--- src/rtl/mul_sequencer.sv ---
// Iterative radix-2 shift-add multiplier with its stall/done controller.
// Serves mul, mulh, mulhsu and mulhu with a fixed XLEN+2 cycle latency.
module mul_sequencer #(
  parameter int XLEN = 32
) (
  input  logic            clk,
  input  logic            rst,
  input  logic            start,
  input  logic [2:0]      mulsel,
  input  logic            kill,
  input  logic [XLEN-1:0] op_a,
  input  logic [XLEN-1:0] op_b,
  output logic            stall,
  output logic            done,
  output logic [XLEN-1:0] result
);

  localparam int CNT_W = $clog2(XLEN);

  typedef enum logic [1:0] {
    IDLE,
    BUSY,
    FIX
  } state_t;

  state_t state, state_nxt;

  logic [CNT_W-1:0]  count;
  logic [XLEN-1:0]   mag_a;
  logic [XLEN-1:0]   mag_b;
  logic              neg;
  logic [2:0]        sel;
  logic [2*XLEN:0]   acc;

  logic              valid_sel;
  logic              a_signed;
  logic              b_signed;
  logic              sign_a;
  logic              sign_b;
  logic [XLEN-1:0]   mag_a_in;
  logic [XLEN-1:0]   mag_b_in;
  logic              accept;
  logic              last;
  logic [XLEN-1:0]   addend;
  logic [XLEN:0]     sum;
  logic [2*XLEN:0]   acc_nxt;
  logic [2*XLEN-1:0] p;
  logic [XLEN-1:0]   res_fix;

  always_comb begin
    valid_sel = 1'b0;
    a_signed  = 1'b0;
    b_signed  = 1'b0;
    unique case (mulsel)
      3'b001: valid_sel = 1'b1;
      3'b010: begin
        valid_sel = 1'b1;
        a_signed  = 1'b1;
        b_signed  = 1'b1;
      end
      3'b011: begin
        valid_sel = 1'b1;
        a_signed  = 1'b1;
      end
      3'b100: valid_sel = 1'b1;
      default: ;
    endcase
  end

  assign sign_a   = a_signed & op_a[XLEN-1];
  assign sign_b   = b_signed & op_b[XLEN-1];
  assign mag_a_in = sign_a ? -op_a : op_a;
  assign mag_b_in = sign_b ? -op_b : op_b;

  assign accept = (state == IDLE) & start & ~kill & valid_sel;
  assign last   = (count == CNT_W'(XLEN-1));

  always_ff @(posedge clk) begin
    if (rst) state <= IDLE;
    else     state <= state_nxt;
  end

  always_comb begin
    state_nxt = state;
    stall     = 1'b0;
    unique case (state)
      IDLE: begin
        if (accept) begin
          state_nxt = BUSY;
          stall     = 1'b1;
        end
      end
      BUSY: begin
        stall = 1'b1;
        if (kill)      state_nxt = IDLE;
        else if (last) state_nxt = FIX;
      end
      FIX: begin
        stall     = 1'b1;
        state_nxt = IDLE;
      end
      default: state_nxt = IDLE;
    endcase
  end

  // Upper half absorbs the partial product, then the whole accumulator shifts.
  assign addend  = mag_b[0] ? mag_a : '0;
  assign sum     = acc[2*XLEN:XLEN] + {1'b0, addend};
  assign acc_nxt = {1'b0, sum, acc[XLEN-1:1]};

  assign p       = neg ? -acc[2*XLEN-1:0] : acc[2*XLEN-1:0];
  assign res_fix = (sel == 3'b001) ? p[XLEN-1:0] : p[2*XLEN-1:XLEN];

  always_ff @(posedge clk) begin
    if (rst) begin
      count  <= '0;
      mag_a  <= '0;
      mag_b  <= '0;
      neg    <= 1'b0;
      sel    <= '0;
      acc    <= '0;
      result <= '0;
      done   <= 1'b0;
    end else begin
      done <= 1'b0;
      if (accept) begin
        mag_a <= mag_a_in;
        mag_b <= mag_b_in;
        neg   <= sign_a ^ sign_b;
        sel   <= mulsel;
        acc   <= '0;
        count <= '0;
      end else if (state == BUSY && !kill) begin
        acc   <= acc_nxt;
        mag_b <= mag_b >> 1;
        count <= count + 1'b1;
      end else if (state == FIX && !kill) begin
        result <= res_fix;
        done   <= 1'b1;
      end
    end
  end

endmodule

--- config.mk ---
export PLATFORM = sky130hd
export DESIGN_NAME = mul_sequencer
export DESIGN_NICKNAME = d
export VERILOG_FILES = /design/src/rtl/mul_sequencer.sv
export SDC_FILE = /design/constraint.sdc
export NUM_CORES = 1
export LEC_CHECK = 0
export BUFFER_PORTS_ARGS = -buffer_cell sky130_fd_sc_hd__buf_2
export CAP_MARGIN = 40
export CORE_ASPECT_RATIO = 0.8
export CORE_MARGIN = 1.5
export CORE_UTILIZATION = 29
export CTS_CLUSTER_SIZE = 25
export DETAILED_ROUTE_END_ITERATION = 10
export REMOVE_ABC_BUFFERS = 1
export SYNTH_ARGS = -nofsm -noshare
export SYNTH_HDL_FRONTEND = slang
export SYNTH_SLANG_ARGS = --single-unit
--- constraint.sdc ---
create_clock -name clk -period 7.8 [get_ports clk]
set_input_delay 1.56 -clock clk [delete_from_list [all_inputs] [get_ports clk]]
set_output_delay 1.56 -clock clk [all_outputs]
set_load 0.02 [all_outputs]
==> results by group <==
GRT
  – Overflow after GRT: 0
  – GRT Overall Usage: 17.0%
  – Global routing met2 resource utilization: 25.0%
  – Initial antenna violation count: 1
  – Met1 track demand over resource: 25.5%
  – Gr busiest metal: met1
  – Met3 global-route usage: 3.10%
  – Vias in the first global route: roughly 10k
  – First-pass GRT wire length: 54.3 mm
  – Largest net degree at the start of global routing: 73

Cells and area
  – Area added between synthesis and finish: 13.4%
  – Fin area: about 0.013 mm²
  – Fillers: a little over 4k
  – Most frequent cells in the layout: nand2_1 (266), dfxtp_1 (171), nor2_1 (135), a21oi_1 (130), buf_2 (104)
  – Finished Core Util: 33.4%
  – Layout Nets: 1664
  – Share of cells above drive strength 1: 11.3%
  – Sequential cell area: 0.00344 mm²
  – Diode count: 0
  – Multi-input gate area: 0.00735 mm²
  – Commonest non-fill, non-tap cell in the layout: nand2_1

Synthesis
  – Seq cells post-synth: 172
  – Mapped Cells: 1513
  – Warnings, synthesis: 0
  – Multiplexer share of the synthesized area: 0.835%
  – EDFF count, synth: 0
  – Async S/R FF share, synth: 0%
  – Distinct cells, synth: 73
  – Synth Area in Simple Gates: 26.6%
  – Top_reg_cell synth: dfxtp_1
  – Post-synthesis sequential area ratio: 30.6%
  – Avg Cell Area, Syn: 7.43 µm²
  – Synth Area in Adders: 4.74%
  – Syn Std Cell Area: 0.0112 mm²
  – Post-synthesis xor/xnor area fraction: approximately 8.8%
  – Complex-gate fraction of the synthesized area: 24.2%
  – Largest family of logic cells by synthesized area: simple AND/OR/NAND/NOR gates

Floorplan
  – CORE AREA: 0.0382 mm²
  – Rows: 64
  – Die width: 223 µm
  – Die height: 179 µm
  – Initial Util: between 20 and 30%
  – Die area: 0.0399 mm²
  – Boundary Pins: 105

Placement
  – Port bufs: approximately 100
  – GPL Wtd Cong: between 0.8 and 0.9
  – DP HPWL: around 24 mm
  – Worst slack, placed: 3240 ps
  – Dpl cell area: 0.0121 mm²

Pwr
  – Pwr dens: 159 mW/mm²
  – Clock Power Share: 44.3%
  – Int Power: 1470 µW
  – Worst IR Drop VDD: around 150 µV
  – Sw Share: between 20% and 30%
  – Psw: 560 µW
  – Comb pwr share: 10.5%
  – Part of the power in registers: between 40% and 50%
  – Leakage: 0.00500 µW

STA
  – Clk_skew: 12.4 ps
  – Tcrit/Tclk final: 58.0%
  – Worst Slack Setup Final: 3270 ps
  – F_max: 221 MHz
  – Min Tclk post-route: 4530 ps
  – Worst-margin pin slew: 884 ps
  – Fin. Hold Viols: 0
  – RSZ-0062 raised after global routing: no
  – Max-slew headroom: about two fifths
  – Setup_tns: 0 ps
  – Fin. max-slew vios: 0
  – Setup-failing EPs final: 0

Setup path
  – Critical Path Start: kill
  – WS Path Type: input port to primary output
  – Critical Path RT: 6240 ps
  – Slowest Stage Delay on Critical Path: 460 ps
  – CP Data Arrival Time: between 2000 and 3000 ps
  – Worst-path cell with the longest stage delay: buf_4
  – Crit Path Max Fanout: 59
  – Reg2reg start: acc[15]$_SDFFE_PP0P_
  – Crit-path cells: buf_2 > and3b_1 > and2_2 > buf_4 > nor2_1 > nor2_1 > buf_2
  – Worst Reg-to-Reg Cells: 8
  – Startpoint Class: input port
  – CP Capture Type: primary output

Min path
  – Hold Path Cell Cnt: 2
  – Min-Delay Path Class: register to register
  – Worst hold start: mag_a[26]$_SDFFE_PP0N_

CTS
  – Cts repair resizes: 0
  – Clock Sink Count: 172
  – Hold buffers post-CTS: 0
  – Worst skew pair latency: 440 ps
  – CTS tree: done
  – Clk buf depth: 2
  – H-tree levels: 4
  – Post-CTS Setup Bufs: 0
  – Root Driver: clkbuf_16
  – Worst-path clk slew: 70 ps
  – CTS buffer count: 17

Run
  – Max-Cap Viols: 0

Drt
  – Initial DRC count: 766
  – Vias per cell: 5.34
  – Final WL: 34.1 mm
  – Vias: 11.0k
  – Wire per inst: 16.5 µm
  – Detailed Routing Iterations Pass 1: 5
  – DRC viols: 0
  – DRT antenna net count: 0

Outcome
  – Status: finished, final reports clean
[worst paths after layout]
check                                  to  slack (ps)
setup reg to reg  result[28]$_SDFFE_PP0P_        3880
setup / recovery                    stall        3270
hold reg to reg    mag_a[26]$_SDFFE_PP0N_         450
hold / removal     mag_a[26]$_SDFFE_PP0N_         450
[state kept, by name, summed over array words and instances, names as in the netlist]
register  cells
acc          64
mag_a        32
mag_b        32
result       32
count         5
sel           3
state         2
done          1
neg           1
[per-layer routing]
layer	vias up	wire, µm
li1	5514	-
met2	317	14200
met1	5135	17600
met4	2	242
met5	-	13
met3	18	1990
[stage by stage]
stage	cells	hold slack (ps)	total power, µW
global route	2059	480	2100
global placement	2025	428	1140
finish	2059	447	2020
CTS	2059	456	2040
floorplan	1413	417	1060
detailed placement	2027	440	1150
[area by class of cell]
cell class / instances / area share, %
inverter: 20 / 0.589
clock inverter: 13 / 1.25
multi-input combinational: 1221 / 57.7
clock buffer: 19 / 3.48
tap: 495 / 4.86
sequential: 172 / 27.0
timing repair buffer: 119 / 5.12
[worst max-delay path, delay by kind of cell]
kind                   cells  cell delay, ps
and+or+nand+nor            4             650
buffers and inverters      3             750
[kinds of logic (layout without fill, tap and decap cells)]
logic type               count (synthesis)  after routing
AO/OA/AOI/OAI                          422            422
XOR/XNOR                               113            113
adder cells (fa/ha/maj)                 42             42
buffers and inverters                  120            171
flip-flops                             172            172
multiplexers                             8              8
AND/OR/NAND/NOR                        636            636
[synth_stat cells, types with 3 or more instances]
cell type / instances / area [µm²]
a32o_1: 5 / 50.1
o31ai_1: 31 / 233
or2_2: 4 / 25.0
o311ai_0: 5 / 43.8
and3_1: 10 / 62.6
nand3b_1: 3 / 22.5
a311oi_1: 31 / 272
or3_1: 18 / 113
or4_1: 22 / 165
o22ai_1: 10 / 62.6
inv_1: 20 / 75.1
xor2_1: 53 / 464
a211o_1: 3 / 26.3
a22o_1: 6 / 52.6
o211ai_1: 5 / 37.5
o21a_1: 3 / 22.5
o21ai_1: 4 / 20.0
o21bai_1: 6 / 45.0
a32oi_1: 4 / 35.0
nor4_1: 18 / 113
nor2_1: 135 / 507
xnor2_1: 60 / 526
mux2i_1: 6 / 60.1
a21o_1: 21 / 158
nand2b_1: 8 / 50.1
a31oi_1: 12 / 75.1
and2_1: 41 / 257
nand2_1: 267 / 1000
o21ai_0: 83 / 415
a211oi_1: 34 / 255
nand4_1: 13 / 81.3
buf_1: 6 / 22.5
nor2b_1: 7 / 43.8
nor3_1: 28 / 140
a21oi_1: 130 / 651
buf_2: 4 / 20.0
nand3_1: 43 / 215
clkbuf_1: 88 / 330
nor3b_1: 4 / 30.0
dfxtp_1: 172 / 3440
o41ai_1: 12 / 105
ha_1: 41 / 513
[power by group through the flow]
stage          clock network (µW)  logic (µW)  registers (µW)
4_1_cts                       912         213             914
3_5_place_dp                    0         212             934
3_3_place_gp                    0         204             936
6_report                      898         213             914
5_1_grt                       950         237             917
2_1_floorplan                   0         124             932
(Power assumes the default switching activity.)
